--- src/rtl/afp3_ram_sdp_pkg.sv ---
// Shared definitions for the afp3 simple-dual-port RAM macro.
//   COLL_READ_OLD / COLL_WRITE_THROUGH : collision-mode encodings
//   init_state_e                       : INIT/RUN state of the clear sequencer
//   clog2_min1                         : address width, never below 1 bit
package afp3_ram_pkg;

  localparam int COLL_READ_OLD      = 0;
  localparam int COLL_WRITE_THROUGH = 1;

  typedef enum logic {
    INIT = 1'b0,
    RUN  = 1'b1
  } init_state_e;

  // A one-word RAM still needs a 1-bit address port.
  function automatic int clog2_min1(input int depth);
    return (depth <= 2) ? 1 : $clog2(depth);
  endfunction

endpackage

--- src/rtl/afp3_ram_sdp_if.sv ---
// Bus bundle for afp3_ram_sdp.
//   master : drives wren/wrad/wrmask/data and rden/rdad, receives q/q_vld/init_done
//   slave  : the RAM side
// Handshake: there is no ready. A request (wren or rden) is taken on the
// rising edge where it is high and init_done is high; otherwise it is
// dropped. q_vld is a one-cycle strobe per accepted read and must be
// consumed in that cycle. dbg_state exposes the init sequencer state.
interface afp3_ram_sdp_if #(
  parameter int WIDTH  = 4,
  parameter int LANE_W = 4,
  parameter int AW     = 10
);
  import afp3_ram_pkg::*;

  localparam int LANES = WIDTH / LANE_W;

  logic             wren;
  logic [AW-1:0]    wrad;
  logic [LANES-1:0] wrmask;
  logic [WIDTH-1:0] data;
  logic             rden;
  logic [AW-1:0]    rdad;
  logic [WIDTH-1:0] q;
  logic             q_vld;
  logic             init_done;
  init_state_e      dbg_state;

  modport master (
    output wren, wrad, wrmask, data, rden, rdad,
    input  q, q_vld, init_done, dbg_state
  );

  modport slave (
    input  wren, wrad, wrmask, data, rden, rdad,
    output q, q_vld, init_done, dbg_state
  );

endinterface

--- src/rtl/afp3_ram_sdp_init_seq.sv ---
// Post-reset clear sequencer. In INIT it emits one all-zero write per cycle
// to addresses 0..DEPTH-1, then parks in RUN with init_done high until the
// next reset.
//   clk, reset    : clock, synchronous active-high reset
//   o_init_we     : clear-write strobe (takes priority over user writes)
//   o_init_ad     : clear-write address
//   o_init_done   : block accepts user traffic
//   o_state       : current FSM state (debug)
module afp3_ram_sdp_init_seq
  import afp3_ram_pkg::*;
#(
  parameter int DEPTH         = 1024,
  parameter int AW            = 10,
  parameter int INIT_ON_RESET = 1
) (
  input  logic          clk,
  input  logic          reset,
  output logic          o_init_we,
  output logic [AW-1:0] o_init_ad,
  output logic          o_init_done,
  output init_state_e   o_state
);

  localparam logic [AW-1:0] LAST_AD = AW'(DEPTH - 1);

  init_state_e   r_state;
  init_state_e   w_state_nxt;
  logic [AW-1:0] r_init_cnt;
  logic [AW-1:0] w_cnt_nxt;
  logic          r_done;

  always_ff @(posedge clk) begin
    if (reset) begin
      r_state    <= (INIT_ON_RESET != 0) ? INIT : RUN;
      r_init_cnt <= '0;
      r_done     <= 1'b0;
    end else begin
      r_state    <= w_state_nxt;
      r_init_cnt <= w_cnt_nxt;
      // Registered so init_done is low through reset even when the FSM
      // resets straight into RUN.
      r_done     <= (w_state_nxt == RUN);
    end
  end

  always_comb begin
    w_state_nxt = r_state;
    w_cnt_nxt   = r_init_cnt;
    o_init_we   = 1'b0;
    case (r_state)
      INIT: begin
        // Gated by reset so an interrupted clear never writes on the reset edge.
        o_init_we = !reset;
        if (r_init_cnt == LAST_AD) w_state_nxt = RUN;
        else                       w_cnt_nxt   = r_init_cnt + 1'b1;
      end
      RUN: ;
      default: w_state_nxt = INIT;
    endcase
  end

  assign o_init_ad   = r_init_cnt;
  assign o_init_done = r_done;
  assign o_state     = r_state;

endmodule

--- src/rtl/afp3_ram_sdp.sv ---
// Parametrised 1W/1R block RAM with per-lane write mask, defined collision
// result, optional output register and optional post-reset clear.
//   clk, reset : clock, synchronous active-high reset
//   bus        : afp3_ram_sdp_if.slave (write port, read port, q/q_vld,
//                init_done, debug state)
// Read pipeline: edge N captures the array (old contents) plus the collision
// info; edge N+1 applies the bypass merge into q; OUT_REG adds edge N+2.
module afp3_ram_sdp
  import afp3_ram_pkg::*;
#(
  parameter int WIDTH          = 4,
  parameter int DEPTH          = 1024,
  parameter int LANE_W         = 4,
  parameter int OUT_REG        = 0,
  parameter int COLLISION_MODE = 0,
  parameter int INIT_ON_RESET  = 1
) (
  input  logic           clk,
  input  logic           reset,
  afp3_ram_sdp_if.slave  bus
);

  localparam int LANES = WIDTH / LANE_W;
  localparam int AW    = clog2_min1(DEPTH);

  (* ram_style = "block" *) logic [WIDTH-1:0] r_mem [DEPTH];

  logic             w_init_we;
  logic [AW-1:0]    w_init_ad;
  logic             w_init_done;
  logic             w_wr_in_range;
  logic             w_rd_in_range;
  logic             w_usr_we;
  logic             w_usr_re;
  logic             w_we;
  logic [AW-1:0]    w_ad;
  logic [WIDTH-1:0] w_wdata;
  logic [LANES-1:0] w_wmask;

  afp3_ram_sdp_init_seq #(
    .DEPTH         (DEPTH),
    .AW            (AW),
    .INIT_ON_RESET (INIT_ON_RESET)
  ) u_init_seq (
    .clk         (clk),
    .reset       (reset),
    .o_init_we   (w_init_we),
    .o_init_ad   (w_init_ad),
    .o_init_done (w_init_done),
    .o_state     (bus.dbg_state)
  );

  // Address range checks only exist when DEPTH leaves unused codes.
  if (DEPTH == (1 << AW)) begin : g_pow2
    assign w_wr_in_range = 1'b1;
    assign w_rd_in_range = 1'b1;
  end else begin : g_npow2
    localparam logic [AW-1:0] DEPTH_AW = AW'(DEPTH);
    assign w_wr_in_range = (bus.wrad < DEPTH_AW);
    assign w_rd_in_range = (bus.rdad < DEPTH_AW);
  end

  assign w_usr_we = w_init_done & bus.wren & w_wr_in_range;
  assign w_usr_re = w_init_done & bus.rden;

  // Clear writes and user writes are mutually exclusive in time; the
  // clear sequencer owns the port until init_done.
  always_comb begin
    w_we    = w_init_we | w_usr_we;
    w_ad    = w_init_we ? w_init_ad : bus.wrad;
    w_wdata = w_init_we ? '0        : bus.data;
    w_wmask = w_init_we ? '1        : bus.wrmask;
  end

  always_ff @(posedge clk) begin
    if (w_we) begin
      for (int i = 0; i < LANES; i++) begin
        if (w_wmask[i]) r_mem[w_ad][i*LANE_W +: LANE_W] <= w_wdata[i*LANE_W +: LANE_W];
      end
    end
  end

  // Stage 1: array read (pre-write contents) and registered collision compare.
  logic             r_rd_vld1;
  logic [WIDTH-1:0] r_rd_data1;
  logic             r_coll;
  logic [WIDTH-1:0] r_coll_data;
  logic [LANES-1:0] r_coll_mask;
  logic [WIDTH-1:0] w_rd_result;

  always_ff @(posedge clk) begin
    if (reset) r_rd_vld1 <= 1'b0;
    else       r_rd_vld1 <= w_usr_re;
  end

  always_ff @(posedge clk) begin
    if (w_usr_re) begin
      r_rd_data1  <= w_rd_in_range ? r_mem[bus.rdad] : '0;
      r_coll      <= w_usr_we && (bus.wrad == bus.rdad);
      r_coll_data <= bus.data;
      r_coll_mask <= bus.wrmask;
    end
  end

  // Write-through bypass: masked lanes take the colliding write data.
  always_comb begin
    w_rd_result = r_rd_data1;
    if (COLLISION_MODE == COLL_WRITE_THROUGH && r_coll) begin
      for (int i = 0; i < LANES; i++) begin
        if (r_coll_mask[i]) w_rd_result[i*LANE_W +: LANE_W] = r_coll_data[i*LANE_W +: LANE_W];
      end
    end
  end

  // Stage 2: q register, only loaded on a valid result so it holds between reads.
  logic             r_q2_vld;
  logic [WIDTH-1:0] r_q2;

  always_ff @(posedge clk) begin
    if (reset) begin
      r_q2_vld <= 1'b0;
      r_q2     <= '0;
    end else begin
      r_q2_vld <= r_rd_vld1;
      if (r_rd_vld1) r_q2 <= w_rd_result;
    end
  end

  if (OUT_REG != 0) begin : g_out_reg
    logic             r_q3_vld;
    logic [WIDTH-1:0] r_q3;

    always_ff @(posedge clk) begin
      if (reset) begin
        r_q3_vld <= 1'b0;
        r_q3     <= '0;
      end else begin
        r_q3_vld <= r_q2_vld;
        if (r_q2_vld) r_q3 <= r_q2;
      end
    end

    assign bus.q     = r_q3;
    assign bus.q_vld = r_q3_vld;
  end else begin : g_no_out_reg
    assign bus.q     = r_q2;
    assign bus.q_vld = r_q2_vld;
  end

  assign bus.init_done = w_init_done;

endmodule

--- src/flat_wrapper.sv ---
// flat-port wrapper written by rule: the top's interface ports become plain ports
module afp3_ram_sdp_flat import afp3_ram_pkg::*;
#(
  parameter int WIDTH          = 4,
  parameter int DEPTH          = 1024,
  parameter int LANE_W         = 4,
  parameter int OUT_REG        = 0,
  parameter int COLLISION_MODE = 0,
  parameter int INIT_ON_RESET  = 1
)
  (clk, reset, bus_wren, bus_wrad, bus_wrmask, bus_data, bus_rden, bus_rdad, bus_q, bus_q_vld, bus_init_done, bus_dbg_state);
  afp3_ram_sdp_if #(.WIDTH(WIDTH), .LANE_W(LANE_W), .AW((10))) bus_i ();
  input  logic clk;
  input  logic reset;
  input wire logic [$bits(bus_i.wren)-1:0] bus_wren;
  input wire logic [$bits(bus_i.wrad)-1:0] bus_wrad;
  input wire logic [$bits(bus_i.wrmask)-1:0] bus_wrmask;
  input wire logic [$bits(bus_i.data)-1:0] bus_data;
  input wire logic [$bits(bus_i.rden)-1:0] bus_rden;
  input wire logic [$bits(bus_i.rdad)-1:0] bus_rdad;
  output wire logic [$bits(bus_i.q)-1:0] bus_q;
  output wire logic [$bits(bus_i.q_vld)-1:0] bus_q_vld;
  output wire logic [$bits(bus_i.init_done)-1:0] bus_init_done;
  output wire logic [$bits(bus_i.dbg_state)-1:0] bus_dbg_state;
  assign bus_i.wren = bus_wren;
  assign bus_i.wrad = bus_wrad;
  assign bus_i.wrmask = bus_wrmask;
  assign bus_i.data = bus_data;
  assign bus_i.rden = bus_rden;
  assign bus_i.rdad = bus_rdad;
  assign bus_q = bus_i.q;
  assign bus_q_vld = bus_i.q_vld;
  assign bus_init_done = bus_i.init_done;
  assign bus_dbg_state = bus_i.dbg_state;
  afp3_ram_sdp #(.WIDTH(WIDTH), .DEPTH(DEPTH), .LANE_W(LANE_W), .OUT_REG(OUT_REG), .COLLISION_MODE(COLLISION_MODE), .INIT_ON_RESET(INIT_ON_RESET)) u_core (.clk(clk), .reset(reset), .bus(bus_i));
endmodule
--- config.mk ---
export PLATFORM = sky130hd
export DESIGN_NAME = afp3_ram_sdp_flat
export DESIGN_NICKNAME = d
export VERILOG_FILES = /design/src/rtl/afp3_ram_sdp_pkg.sv /design/src/rtl/afp3_ram_sdp_if.sv /design/src/rtl/afp3_ram_sdp_init_seq.sv /design/src/rtl/afp3_ram_sdp.sv /design/src/flat_wrapper.sv
export SDC_FILE = /design/constraint.sdc
export NUM_CORES = 2
export LEC_CHECK = 0
export ABC_AREA = 1
export CORE_MARGIN = 10
export CORE_UTILIZATION = 46
export CTS_CLUSTER_SIZE = 14
export DETAILED_ROUTE_END_ITERATION = 6
export PLACE_DENSITY = 0.63
export SYNTH_ARGS = -nofsm -noshare
export SYNTH_HDL_FRONTEND = slang
export SYNTH_SLANG_ARGS = --single-unit
export TNS_END_PERCENT = 30
--- constraint.sdc ---
create_clock -name clk -period 45.8 [get_ports clk]
set_input_delay 9.16 -clock clk [delete_from_list [all_inputs] [get_ports clk]]
set_output_delay 9.16 -clock clk [all_outputs]
set_load 0.01 [all_outputs]
==> impl_metrics.json <==
{
  "synth_warnings": 0,
  "route.detailed.drc": 0,
  "finalSetupViolCount": 0,
  "coreArea_mm2": 0.366,
  "cp.required_ns": 46.49,
  "layout_common_cells": "4,177 x nand2_1, 4,100 x edfxtp_1, 4,084 x nand3_1",
  "cts_resized": 0,
  "cts.sinks": 4117,
  "relSlewSlack_pct": 6.32,
  "slew_viol_final": 0,
  "start_kind": "primary input",
  "r2r_cells": 7,
  "grt_pass1_vias": 108000,
  "gp_congestion": 0.847,
  "pwr-share-clk_pct": 41.2,
  "wirelength_mm": 475,
  "via_count": 112000,
  "syn_nets": 14700,
  "cts_buffers": 402,
  "power_w": 0.00784,
  "multi_input_area_mm2": 0.0411,
  "p_leak_nw": 63.5,
  "critical_path.max_fanout": 136,
  "wl_per_cell_um": 24.5,
  "synthArstFlopShare_pct": 0,
  "finalSetupTns_ns": 0,
  "synth_cell_types": 36,
  "path_clk_slew_ns": 0.06,
  "vdd_ir_drop_max_uv": 31.7,
  "fin_util_pct": 50.7,
  "synth_top_area_cell": "edfxtp_1",
  "synth-edff-count": 4100,
  "power.internal_w": 0.00607,
  "synthTopCellsByArea": "edfxtp_1 73%, nand3_1 12%, nand2_1 9.3%, nor2_1 2.3%, buf_2 1.4%",
  "ant_nets": 0,
  "final_cell_area_mm2": 0.186,
  "p_comb_share_pct": 5.9,
  "firstDrtPassIters": 6,
  "worst_slack_ns": 31.26,
  "rows": 222,
  "yosys_most_used_dff": "edfxtp_1",
  "post-cts-setup-buffers": 0,
  "antenna_found_initial": 23,
  "ff2ff_setup_slack_ns": 40.99,
  "area_delta_synth_final_pct": 9.63,
  "io_buffers": 35,
  "power_switching_w": 0.00177,
  "grt_usage_pct": 23.4,
  "power.density_mw_per_mm2": 42.2,
  "vias_per_cell": 5.78,
  "final_common_cell": "nand2_1",
  "drive_gt1_share_pct": 6.02,
  "htree_levels": 5,
  "dieArea_mm2": 0.393,
  "crit_type": "in2reg",
  "period_share_pct": 31.8,
  "switching_share_pct": 22.6,
  "synthCells": 14700,
  "seq_area_mm2": 0.123,
  "fmax_mhz": 68.8,
  "gr-total-overflow": 0,
  "reg2reg_from": "u_core.u_init_seq.o_init_done",
  "start_util_pct": 46.3,
  "drt_iter0_markers": 13400,
  "grt_pass1_wl_mm": 702,
  "final_hold_viol_count": 0,
  "crit_arrival_ns": 15.23,
  "clk_latency_ns": 0.96,
  "synth_top_area_share_pct": 72.6,
  "boundaryPins": 36,
  "yosysSeqAreaShare_pct": 72.8,
  "worst_r2r_endpoint": "u_core.r_mem[222][0]",
  "cp-end-kind": "flop",
  "nFillCells": 31600,
  "sequentialPowerShare_pct": 52.9,
  "ys_seq_elements": 4117,
  "tightest_slew_ns": 1.41,
  "max_cap_viol_count": 0,
  "preCtsSetupSlack_ns": 30.31,
  "hp-class": "reg2reg",
  "status": "finished clean",
  "dpl_cell_area_mm2": 0.173,
  "cts_buffer_depth": 4,
  "cp-startpoint": "bus_rdad[1]",
  "worstHoldStart": "u_core.bus.q[1]",
  "die_h_um": 627,
  "synthesis.area_mm2": 0.169,
  "grt_max_degree": 227,
  "die_width_um": 627,
  "cts_root_buffer": "clkbuf_16",
  "syn_area_per_cell_um2": 11.5,
  "critPathCapture": "u_core.r_rd_data1[0]",
  "final_nets": 14300,
  "hpwl_mm": 257,
  "rsz0062_at_grt": "false",
  "ctsHoldBuffers": 0,
  "cts_tree": "done",
  "finalClockSkew_ns": 0.0305,
  "fin_crit_ns": 14.54
}
## worst min path at each step
stage / endpoint / cells after the start
4_1_cts: u_core.bus.q[3] / 2
3_5_place_dp: u_core.bus.q[3] / 2
3_3_place_gp: u_core.bus.q[1] / 2
5_1_grt: u_core.bus.q[0] / 2
2_1_floorplan: u_core.u_init_seq.o_init_ad[9] / 2
6_report: u_core.bus.q[1] / 2
## stage by stage
stage | cells | hold slack [ns]
5_1_grt | 19400 | 0.490
3_3_place_gp | 18700 | 0.451
2_1_floorplan | 14700 | 0.441
4_1_cts | 19400 | 0.472
6_report | 19400 | 0.467
3_5_place_dp | 18700 | 0.455
## registers in the layout (all words and copies together) (netlist names)
name	cells
u_core.r_mem	4096
u_core.u_init_seq.o_init_ad	10
u_core.bus.q	4
u_core.r_rd_data1	4
u_core.bus.q_vld	1
u_core.r_rd_vld1	1
u_core.u_init_seq.o_init_done	1
## layer usage
layer / share of wire (%) / vias up / routed length (µm) / GRT usage (%)
li1: - / 51100 / - / -
met1: 40 / 55100 / 192000 / 32.3
met2: 46 / 5234 / 221000 / 37.4
met3: 9.0 / 832 / 42800 / 4.16
met4: 4.2 / 4 / 19800 / 8.74
met5: 0.0057 / - / 27 / 0
## Yosys cell counts, drive strengths merged (2+ instances only)
cell	count
buf	712
edfxtp	4100
nand3	4099
clkbuf	390
nand2	4197
or2	2
dfxtp	17
nor3	19
a21oi	10
nor2	1070
o21ai	12
nor3b	3
inv	73
## cells by family (layout without fill, tap and decap cells)
kind of cell | after synthesis | after routing | synth area share, %
other cells | 0 | 10 | 0
fa+ha+maj | 1 | 1 | 0.00738
buf+inv | 1175 | 1055 | 3.12
xor+xnor | 1 | 1 | 0.00517
compound gates | 27 | 27 | 0.113
flops | 4117 | 4117 | 72.8
simple gates | 9391 | 9391 | 23.9
## worst max-delay path, stage by stage
cell	delay, ns
buf_8	0.20
inv_8	0.45
buf_4	0.78
buf_12	0.51
buf_4	0.85
buf_4	0.72
buf_4	0.77
nand3_1	0.17
nand3_1	0.11
nand3_1	0.09
nand3_1	0.20
nand3_1	0.14
nand3_1	0.26
nand3_1	0.10
nand3_1	0.10
nand2_1	0.06
nand2_1	0.08
nand2_1	0.07
## power groups by stage
| stage | logic [W] | registers (W) | clock network, W |
|---|---|---|---|
| 6_report | 0.000463 | 0.00415 | 0.00323 |
| 5_1_grt | 0.000501 | 0.00414 | 0.00341 |
| 4_1_cts | 0.000459 | 0.00415 | 0.00326 |
| 3_5_place_dp | 0.000458 | 0.00423 | 0 |
| 3_3_place_gp | 0.000456 | 0.00423 | 0 |
| 2_1_floorplan | 0.000284 | 0.00431 | 0 |
## area by class of cell
cell class / count / share of cell area [%]
tap: 4816 / 3.24
antenna: 10 / 0.0135
clock buffer: 487 / 5.72
multi-input combinational: 9420 / 22.1
timing repair buffer: 246 / 1.16
sequential: 4117 / 66.4
clock inverter: 249 / 1.13
inverter: 73 / 0.169
Note: power is estimated with default switching activity, not from simulation.
